**src/rtl/ldtu_link_sequencer_pkg.sv**
```systemverilog
// Shared types and default constants for the LDTU link sequencer.
package ldtu_seq_pkg;

  typedef enum logic [2:0] {
    S_SYNC   = 3'd0,
    S_CALIB  = 3'd1,
    S_NORMAL = 3'd2,
    S_GUARD  = 3'd3,
    S_TEST   = 3'd4
  } seq_state_t;

  localparam int unsigned SYNC_FRAMES_DEF    = 64;
  localparam int unsigned GUARD_FRAMES_DEF   = 8;
  localparam int unsigned TIMEOUT_CYCLES_DEF = 4096;
  localparam int unsigned CNT_W_DEF          = 8;
  localparam int unsigned TO_W_DEF           = 13;

endpackage

```
**src/rtl/ldtu_link_sequencer_if.sv**
```systemverilog
// Request/status bundle between slow control, the sequencer and the output mux.
interface ldtu_link_sequencer_if;

  logic       CALIB_REQ;
  logic       CALIB_DONE;
  logic       TEST_REQ;
  logic       SYNC_REQ;
  logic       CALIBRATION_BUSY;
  logic       TEST_ENABLE;
  logic       CALIB_START;
  logic       SEQ_READY;
  logic [2:0] STATE;
  logic       CALIB_TIMEOUT;

  modport master (
    output CALIB_REQ, CALIB_DONE, TEST_REQ, SYNC_REQ,
    input  CALIBRATION_BUSY, TEST_ENABLE, CALIB_START, SEQ_READY, STATE, CALIB_TIMEOUT
  );

  modport slave (
    input  CALIB_REQ, CALIB_DONE, TEST_REQ, SYNC_REQ,
    output CALIBRATION_BUSY, TEST_ENABLE, CALIB_START, SEQ_READY, STATE, CALIB_TIMEOUT
  );

endinterface

```
**src/rtl/ldtu_link_sequencer_frame_counter.sv**
```systemverilog
// Clearable terminal-count counter; saturates at the terminal value and
// flags it, so it never wraps while the owner is still in its state.
module ldtu_frame_counter #(
  parameter int unsigned W = 8
) (
  input  logic         CLK,
  input  logic         RST,
  input  logic         i_clr,
  input  logic         i_en,
  input  logic [W-1:0] i_term,
  output logic         o_done
);

  logic [W-1:0] r_cnt;

  assign o_done = (r_cnt == i_term);

  // Count up while enabled, hold at terminal, clear has priority.
  always_ff @(posedge CLK) begin
    if (!RST) begin
      r_cnt <= '0;
    end else if (i_clr) begin
      r_cnt <= '0;
    end else if (i_en && !o_done) begin
      r_cnt <= r_cnt + 1'b1;
    end
  end

endmodule

```
**src/rtl/ldtu_link_sequencer.sv**
```systemverilog
// LDTU link sequencer: drives the CALIBRATION_BUSY / TEST_ENABLE mux selects,
// sequencing sync -> calibration -> normal <-> test with idle guard periods.
// Optional calibration timeout enabled by defining LDTU_SEQ_TIMEOUT_EN.
module ldtu_link_sequencer
  import ldtu_seq_pkg::*;
#(
  parameter int unsigned SYNC_FRAMES    = SYNC_FRAMES_DEF,
  parameter int unsigned GUARD_FRAMES   = GUARD_FRAMES_DEF,
  parameter int unsigned CNT_W          = CNT_W_DEF,
  parameter int unsigned TIMEOUT_CYCLES = TIMEOUT_CYCLES_DEF,
  parameter int unsigned TO_W           = TO_W_DEF
) (
  input  logic                 CLK,
  input  logic                 RST,
  ldtu_link_sequencer_if.slave bus
);

  localparam logic [CNT_W-1:0] SYNC_TERM  = CNT_W'(SYNC_FRAMES - 1);
  localparam logic [CNT_W-1:0] GUARD_TERM = CNT_W'(GUARD_FRAMES - 1);
  localparam logic [TO_W-1:0]  TO_TERM    = TO_W'(TIMEOUT_CYCLES - 1);

  seq_state_t       r_state;
  seq_state_t       w_state_nxt;
  seq_state_t       r_guard_tgt;
  seq_state_t       w_tgt_nxt;
  logic             r_busy;
  logic             r_test;
  logic             r_start;
  logic             r_ready;
  logic             r_timeout;
  logic             r_pend;
  logic             w_pend_nxt;
  logic             w_timeout_nxt;
  logic             w_cnt_clr;
  logic             w_cnt_en;
  logic             w_cnt_done;
  logic [CNT_W-1:0] w_cnt_term;
  logic             w_to_en;
  logic             w_to_done;

  // Any state change (including recovery from an illegal code) restarts both counts.
  assign w_cnt_clr  = (w_state_nxt != r_state);
  assign w_cnt_en   = (r_state == S_SYNC) || (r_state == S_GUARD);
  assign w_cnt_term = (r_state == S_GUARD) ? GUARD_TERM : SYNC_TERM;

`ifdef LDTU_SEQ_TIMEOUT_EN
  assign w_to_en = (r_state == S_CALIB);
`else
  // Counter never leaves zero, so the timeout can never fire.
  assign w_to_en = 1'b0;
`endif

  ldtu_frame_counter #(.W(CNT_W)) u_frame_cnt (
    .CLK    (CLK),
    .RST    (RST),
    .i_clr  (w_cnt_clr),
    .i_en   (w_cnt_en),
    .i_term (w_cnt_term),
    .o_done (w_cnt_done)
  );

  ldtu_frame_counter #(.W(TO_W)) u_timeout_cnt (
    .CLK    (CLK),
    .RST    (RST),
    .i_clr  (w_cnt_clr),
    .i_en   (w_to_en),
    .i_term (TO_TERM),
    .o_done (w_to_done)
  );

  // Next-state, pending-calibration, guard-target and timeout-flag decisions.
  always_comb begin
    w_state_nxt   = S_SYNC;
    w_tgt_nxt     = r_guard_tgt;
    w_pend_nxt    = r_pend;
    w_timeout_nxt = r_timeout;
    case (r_state)
      S_SYNC: begin
        if (bus.CALIB_REQ) w_pend_nxt = 1'b1;
        w_state_nxt = w_cnt_done ? S_CALIB : S_SYNC;
      end
      S_CALIB: begin
        // r_start marks the first calibration cycle, where CALIB_DONE is stale.
        if (!r_start && bus.CALIB_DONE) begin
          w_state_nxt   = S_NORMAL;
          w_pend_nxt    = 1'b0;
          w_timeout_nxt = 1'b0;
        end else if (w_to_done) begin
          w_state_nxt   = S_NORMAL;
          w_pend_nxt    = 1'b0;
          w_timeout_nxt = 1'b1;
        end else begin
          w_state_nxt = S_CALIB;
        end
      end
      S_NORMAL: begin
        if (bus.CALIB_REQ || r_pend) begin
          w_state_nxt = S_CALIB;
        end else if (bus.SYNC_REQ) begin
          w_state_nxt = S_SYNC;
        end else if (bus.TEST_REQ) begin
          w_state_nxt = S_GUARD;
          w_tgt_nxt   = S_TEST;
        end else begin
          w_state_nxt = S_NORMAL;
        end
      end
      S_GUARD: begin
        if (bus.CALIB_REQ) w_pend_nxt = 1'b1;
        w_state_nxt = w_cnt_done ? r_guard_tgt : S_GUARD;
      end
      S_TEST: begin
        if (bus.CALIB_REQ) w_pend_nxt = 1'b1;
        if (bus.SYNC_REQ) begin
          w_state_nxt = S_SYNC;
        end else if (!bus.TEST_REQ) begin
          w_state_nxt = S_GUARD;
          w_tgt_nxt   = S_NORMAL;
        end else begin
          w_state_nxt = S_TEST;
        end
      end
      default: w_state_nxt = S_SYNC;
    endcase
  end

  // State register with outputs decoded from the next state.
  always_ff @(posedge CLK) begin
    if (!RST) begin
      r_state     <= S_SYNC;
      r_guard_tgt <= S_NORMAL;
      r_pend      <= 1'b0;
      r_timeout   <= 1'b0;
      r_busy      <= 1'b1;
      r_test      <= 1'b0;
      r_start     <= 1'b0;
      r_ready     <= 1'b0;
    end else begin
      r_state     <= w_state_nxt;
      r_guard_tgt <= w_tgt_nxt;
      r_pend      <= w_pend_nxt;
      r_timeout   <= w_timeout_nxt;
      r_busy      <= (w_state_nxt == S_SYNC) || (w_state_nxt == S_CALIB) ||
                     (w_state_nxt == S_GUARD);
      r_test      <= (w_state_nxt == S_TEST);
      r_start     <= (w_state_nxt == S_CALIB) && (r_state != S_CALIB);
      r_ready     <= (w_state_nxt == S_NORMAL);
    end
  end

  assign bus.CALIBRATION_BUSY = r_busy;
  assign bus.TEST_ENABLE      = r_test;
  assign bus.CALIB_START      = r_start;
  assign bus.SEQ_READY        = r_ready;
  assign bus.STATE            = r_state;
  assign bus.CALIB_TIMEOUT    = r_timeout;

endmodule

```
**src/flat_wrapper.sv**
```systemverilog
// flat-port wrapper written by rule: the top's interface ports become plain ports
module ldtu_link_sequencer_flat import ldtu_seq_pkg::*;
#(
  parameter int unsigned SYNC_FRAMES    = SYNC_FRAMES_DEF,
  parameter int unsigned GUARD_FRAMES   = GUARD_FRAMES_DEF,
  parameter int unsigned CNT_W          = CNT_W_DEF,
  parameter int unsigned TIMEOUT_CYCLES = TIMEOUT_CYCLES_DEF,
  parameter int unsigned TO_W           = TO_W_DEF
)
  (CLK, RST, bus_CALIB_REQ, bus_CALIB_DONE, bus_TEST_REQ, bus_SYNC_REQ, bus_CALIBRATION_BUSY, bus_TEST_ENABLE, bus_CALIB_START, bus_SEQ_READY, bus_STATE, bus_CALIB_TIMEOUT);
  ldtu_link_sequencer_if bus_i ();
  input  logic CLK;
  input  logic RST;
  input wire logic [$bits(bus_i.CALIB_REQ)-1:0] bus_CALIB_REQ;
  input wire logic [$bits(bus_i.CALIB_DONE)-1:0] bus_CALIB_DONE;
  input wire logic [$bits(bus_i.TEST_REQ)-1:0] bus_TEST_REQ;
  input wire logic [$bits(bus_i.SYNC_REQ)-1:0] bus_SYNC_REQ;
  output wire logic [$bits(bus_i.CALIBRATION_BUSY)-1:0] bus_CALIBRATION_BUSY;
  output wire logic [$bits(bus_i.TEST_ENABLE)-1:0] bus_TEST_ENABLE;
  output wire logic [$bits(bus_i.CALIB_START)-1:0] bus_CALIB_START;
  output wire logic [$bits(bus_i.SEQ_READY)-1:0] bus_SEQ_READY;
  output wire logic [$bits(bus_i.STATE)-1:0] bus_STATE;
  output wire logic [$bits(bus_i.CALIB_TIMEOUT)-1:0] bus_CALIB_TIMEOUT;
  assign bus_i.CALIB_REQ = bus_CALIB_REQ;
  assign bus_i.CALIB_DONE = bus_CALIB_DONE;
  assign bus_i.TEST_REQ = bus_TEST_REQ;
  assign bus_i.SYNC_REQ = bus_SYNC_REQ;
  assign bus_CALIBRATION_BUSY = bus_i.CALIBRATION_BUSY;
  assign bus_TEST_ENABLE = bus_i.TEST_ENABLE;
  assign bus_CALIB_START = bus_i.CALIB_START;
  assign bus_SEQ_READY = bus_i.SEQ_READY;
  assign bus_STATE = bus_i.STATE;
  assign bus_CALIB_TIMEOUT = bus_i.CALIB_TIMEOUT;
  ldtu_link_sequencer #(.SYNC_FRAMES(SYNC_FRAMES), .GUARD_FRAMES(GUARD_FRAMES), .CNT_W(CNT_W), .TIMEOUT_CYCLES(TIMEOUT_CYCLES), .TO_W(TO_W)) u_core (.CLK(CLK), .RST(RST), .bus(bus_i));
endmodule
```
**config.mk**
```make
export PLATFORM = sky130hd
export DESIGN_NAME = ldtu_link_sequencer_flat
export DESIGN_NICKNAME = d
export VERILOG_FILES = /design/src/rtl/ldtu_link_sequencer_pkg.sv /design/src/rtl/ldtu_link_sequencer_if.sv /design/src/rtl/ldtu_link_sequencer_frame_counter.sv /design/src/rtl/ldtu_link_sequencer.sv /design/src/flat_wrapper.sv
export SDC_FILE = /design/constraint.sdc
export NUM_CORES = 1
export LEC_CHECK = 0
export CORE_ASPECT_RATIO = 0.75
export CORE_MARGIN = 5
export CORE_UTILIZATION = 40
export CTS_CLUSTER_SIZE = 14
export DETAILED_ROUTE_END_ITERATION = 6
export GPL_ROUTABILITY_DRIVEN = 0
export PLACE_DENSITY = 0.7
export RECOVER_POWER = 100
export SYNTH_ARGS = -nofsm -noshare
export SYNTH_HDL_FRONTEND = slang
export SYNTH_SLANG_ARGS = --single-unit
```
**constraint.sdc**
```tcl
create_clock -name CLK -period 2.5 [get_ports CLK]
set_clock_uncertainty 0.05 [all_clocks]
set_input_delay 0.375 -clock CLK [delete_from_list [all_inputs] [get_ports CLK]]
set_output_delay 0.375 -clock CLK [all_outputs]
set_load 0.005 [all_outputs]
```
## Word-level counts from Yosys, hierarchy flattened

Index checks and enable logic that the tools add are counted.

| word-level totals | value |
|---|---|
| input bits | 6 |
| register bits | 20 |
| word-level logic and storage cells | 66 |
| output and inout port bits | 8 |

| operators by class | value |
|---|---|
| $add $sub $neg | 1 |
| bitwise gates (word level) | 1 |
| reductions and logical operators | 18 |
| muxes and demuxes | 19 |
| equality and inequality tests | 18 |

Operators with widths:

| kind | count |
|---|---|
| two-way mux 3 bit | 10 |
| one-hot mux 3 bit (5 select lines) | 1 |
| == test 3 x 2 -> 1 bit (second input constant) | 4 |
| != test 2 bit (second input constant) | 5 |
| adder 8 x 1 -> 8 bit (second input constant) | 1 |
| == test 8 bit | 1 |
| == test 3 x 1 -> 1 bit (second input constant) | 2 |
| == test 3 bit (second input constant) | 2 |
| zero test 3 bit | 2 |
| two-way mux 6 bit | 1 |
| one-hot mux 3 bit (2 select lines) | 1 |
| AND reduction 6 bit | 1 |
| logical OR 1 bit | 4 |
| two-way mux 1 bit | 4 |
| != test 2 x 1 -> 1 bit (second input constant) | 2 |
| nonzero test 2 bit | 2 |
| logical AND 1 bit | 3 |
| != test 3 x 1 -> 1 bit (second input constant) | 1 |
| != test 3 bit | 1 |
| AND reduction 3 bit | 1 |
| OR reduction 3 bit | 1 |
| zero test 1 bit | 2 |
| two-way mux 2 bit | 1 |
| one-hot mux 1 bit (2 select lines) | 1 |
| 3 further kinds | 3 |

## Longest topological paths before layout

| logic depth | value |
|---|---|
| word-level depth | 8 |
| depth in mapped cells | 7 |
| mapped depth without buffers | 7 |

## Cells and area by module

From an unflattened synthesis, not the netlist that was laid out.

| unflattened totals | value |
|---|---|
| cells, all modules | 215 |
| area total of the unflattened synthesis | 1953.1 sq um |

By module, submodules not included:

| module | instances | seq. area each (sq um) | cells each | area each (sq um) |
|---|---|---|---|---|
| ldtu_frame_counter at u_core.u_timeout_cnt | 1 | 260.2 | 94 | 852.1 |
| ldtu_link_sequencer | 1 | 220.2 | 67 | 615.6 |
| ldtu_frame_counter at u_core.u_frame_cnt | 1 | 160.2 | 54 | 485.5 |

## Worst setup path before layout

OpenSTA, ideal clock, no wires.

| path | value |
|---|---|
| path type | reg2reg |
| from | reg u_core.u_frame_cnt.r_cnt[0] |
| to | reg u_core.u_frame_cnt.r_cnt[1] |
| setup slack | 0.747 ns |
| cell stages (with the launch flop) | 8 |
| clock period less this slack | 1.753 ns |
| data required time | 2.321 ns |
| library setup time | 0.129 ns |
| buffers on the path | 0 |
| arrival time | 1.574 ns |
| path through | dfxtp_1 ha_1 nand4bb_4 nor2_4 o2111a_2 nor2b_2 o32ai_4 nor2_1 |

| between the ends | value |
|---|---|
| cells in the longest elaborated chain, start to end | 5 |
| elaborated cells on any way between the ends | 9 |
| those cells by class | add/sub: 1; eq/ne: 2; mux: 3; reduce/logical: 3 |

Ends and longest elaborated chain:

| element | line | source |
|---|---|---|
| from (decl) | ldtu_link_sequencer_frame_counter.sv:14 | `logic [W-1:0] r_cnt;` |
| from (signal assigned) | ldtu_link_sequencer_frame_counter.sv:25 | `r_cnt <= r_cnt + 1'b1;` |
| == test 8 bit | ldtu_link_sequencer_frame_counter.sv:16 | `assign o_done = (r_cnt == i_term);` |
| two-way mux 3 bit / two-way mux 1 bit (equally long branches) | ldtu_link_sequencer.sv:110, ldtu_link_sequencer.sv:80 |  |
| one-hot mux 3 bit (5 select lines) | ldtu_link_sequencer.sv:77 | `case (r_state)` |
| != test 3 bit | ldtu_link_sequencer.sv:42 | `assign w_cnt_clr = (w_state_nxt != r_state);` |
| OR reduction 2 bit (no source line) | - |  |

Parallel ways exist; a longest one is shown, timed or not.
A chain may end at the register's enable or synchronous reset.

## Worst setup path after layout

| path | value |
|---|---|
| from | reg u_core.u_frame_cnt.r_cnt[0] |
| to | reg u_core.u_frame_cnt.r_cnt[5] |

The elaborated chain is that of the path after synthesis.

==> flow_summary_export.csv <==
group,metric,value,unit
layout,post-route-cell-area,1130,sq um
pwr,ir_worst_vdd,0.349,mV
clocking,clk_latency,0.29,ns
floorplanning,ios,14,
place,postPlaceCellArea,1130,sq um
timing,tns,0,ns
detailed_routing,drtPass1Iterations,4,
clocking,cts_resized,0,
worst_setup_path,end_kind,"flip-flop",
worst_setup_path,critPathRequiredTime,2.62,ns
timing,fmax,475,MHz
worst_setup_path,cp-start-kind,"flip-flop",
worst_setup_path,slowest_delay,0.38,ns
synthesis,yosys_warnings,0,
detailed_routing,drc,0,
global_route,grt_pass1_wl,3.47,mm
detailed_routing,routed_via_density,5.11,
synthesis,netlist_area,990,sq um
clocking,hold_buffers,0,
synthesis,synth_edf_count,0,
pwr,p_leak,0.449,nW
layout,diodes,0,
synthesis,ys.flop_type,"dfxtp_1",
place,dp.cells,155,
clocking,post_cts_buffers,0,
floorplanning,die_h,53.1,um
worst_hold_path,hp-class,"flip-flop to flip-flop",
clocking,clk_pin_slew,0.10,ns
timing,hold_viol_final,0,
floorplanning,fp.dieW,67.4,um
global_route,track_usage,13.4,%
synthesis,yosysUniqueCellTypes,43,
global_route,grt_overflow_total,0,
pwr,power_density,450,nW/um^2
clocking,cts_tree,"yes",
synthesis,synthAdderAreaFrac,1.26,%
timing,setup_viol_count_final,0,
synthesis,syn_area_per_cell,8.76,sq um
worst_setup_path,cpMostUsedCell,"nor2_1",
floorplanning,dieArea,3580,sq um
place,io_buffer_count,12,
clocking,root_buffer,"clkbuf_4",
clocking,cts_buffers,3,
clocking,cts.sinks,18,
global_route,grt_pass1_vias,748,
floorplanning,rows,15,
run_status,status,"completed",
global_route,grt_max_degree,16,
layout,area_delta_synth_final,14.7,%
synthesis,synth_top_area_share,36.4,%
synthesis,synth_cells,113,
synthesis,synthMuxAreaShare,1.01,%
floorplanning,core_area,2330,sq um
synthesis,yosys-top-cells-area,"dfxtp_1 (36%), nor2_1 (5.3%), xor2_1 (5.3%), nand2_1 (4.2%), nand4bb_4 (2.8%)",
synthesis,synth_top_family_by_area,"simple AND/OR/NAND/NOR gates",
timing,period_needed,2.11,ns
synthesis,ys_seq_area_share,36.4,%
detailed_routing,vias,813,
global_route,grt_util_met2,18.4,%
layout,final_cell_mix,"dfxtp_1 (18), nor2_1 (15), nand2_1 (11)",
synthesis,synthXorXnorAreaFrac,6.19,%
global_route,met3_usage,2.97,%
global_route,use_met1,19.1,%
worst_setup_path,crit_chain,"ha_1 -> nand4bb_1 -> nor2_1 -> o2111a_1 -> nor2b_1 -> o32ai_4 -> nor2_1",
timing,rsz0062_at_grt,"false",
worst_hold_path,holdCritStartpoint,"u_core.r_guard_tgt[2]",
worst_setup_path,path_max_fanout,8,
timing,finalCritPeriodShare,84.3,%
worst_setup_path,crit_type,"flip-flop to flip-flop",
timing,drv_slew,0,
detailed_routing,drt_iter0_drc,21,
layout,drive_gt1_share,9.60,%
detailed_routing,drtAntennaViolNets,0,
layout,final_common_cell,"dfxtp_1",
run,maxCapViolations,0,
synthesis,synthArstFlopShare,0,%
clocking,cts_htree_levels,1,
layout,fin_cells,159,
worst_setup_path,worst_ep_arrival_time,2.23,ns
global_route,grt_antenna_before_repair,0,
layout,nNetsFinal,133,
synthesis,yosys_register_bits,18,
synthesis,yosysTopAreaCell,"dfxtp_1",
clocking,clockBufferDepth,2,
synthesis,mappedNetlistNets,120,
detailed_routing,drt_wl_total,2.05,mm
worst_setup_path,worst_path_max_delay_cell,"dfxtp_1",
floorplanning,start_util,42.5,%
detailed_routing,routedWlPerCell,12.9,um
worst_setup_path,reg2reg_from,"u_core.u_frame_cnt.r_cnt[0]",
synthesis,yosys.area_share.simple,36.3,%
synthesis,synth_compound_area_share,14.7,%
worst_setup_path,startpoint,"u_core.u_frame_cnt.r_cnt[0]",
global_route,top_usage_layer,"met1",
place,dpl.hpwl,1.58,mm
==> routing by layer <==
| metal | wire length [um] | up-vias |
|---|---|---|
| li1 | - | 420 |
| met1 | 1110 | 366 |
| met2 | 816 | 23 |
| met3 | 88 | 4 |
| met4 | 34 | 0 |
| met5 | 0 | - |
==> path summary, 6_finish.rpt <==
path	endpoint	slack, ns	depth (start not counted)
setup / recovery	u_core.u_frame_cnt.r_cnt[5]	0.39	7
hold reg to reg	u_core.r_guard_tgt[2]	0.44	2
setup reg to reg	u_core.u_frame_cnt.r_cnt[5]	0.39	7
hold / removal	u_core.r_guard_tgt[2]	0.44	2
==> cell families after synthesis <==
kind of cell,Yosys count
adders and majority gates,1
buffers and inverters,6
AOI/OAI and AO/OA,18
other,1
muxes,1
and+or+nand+nor,61
xor gates and xnor gates,7
DFF,18
==> where the power goes <==
group          internal [mW]  switching [mW]  total (mW)
Sequential             0.292         0.00504       0.297
Combinational         0.0194          0.0173      0.0367
Clock                 0.0887          0.0883       0.177
==> worst max-delay path: cells and delay by family, from the launching register on <==
kind,cells,cell delay [ns]
compound gates,2,0.69
fa+ha+maj,1,0.22
flops,1,0.38
simple gates,4,0.64
==> synthesized netlist by cell type (all sizes together) (2+ instances only) <==
library cell / instances
dfxtp: 18
nor2: 15
nand2: 11
and3: 6
xor2: 6
o21ai: 5
buf: 4
nand3: 4
nand4: 4
nor2b: 4
a21oi: 3
nand2b: 3
nor3: 3
a21o: 2
and2b: 2
nor3b: 2
nor4: 2
==> cell type report <==
cell class                      count  area, sq um
Inverter                            1         3.75
Clock buffer                        4         36.3
Multi-Input combinational cell     89          564
Fill cell                         232         1190
Timing Repair Buffer               13          128
Sequential cell                    18          360
Tap cell                           34         42.5
==> flip-flops by register name, indices dropped and copies added, names as in the netlist <==
name	count
u_core.r_guard_tgt	2
u_core.r_pend	1
u_core.bus.CALIB_START	1
u_core.bus.STATE	3
u_core.bus.CALIBRATION_BUSY	1
u_core.u_frame_cnt.r_cnt	8
u_core.bus.SEQ_READY	1
u_core.bus.TEST_ENABLE	1
==> per-stage QoR <==
stage | power, mW | hold slack [ns] | setup WS (ns) | utilization (%)
6_report | 0.511 | 0.442 | 0.394 | 48.8
5_1_grt | 0.537 | 0.503 | 0.254 | 48.8
4_1_cts | 0.518 | 0.440 | 0.494 | 49.9
3_5_place_dp | 0.342 | 0.425 | 0.264 | 48.4
3_3_place_gp | 0.341 | 0.409 | 0.291 | 48.4
2_1_floorplan | 0.328 | 0.389 | 0.747 | -
(Power assumes the default switching activity.)
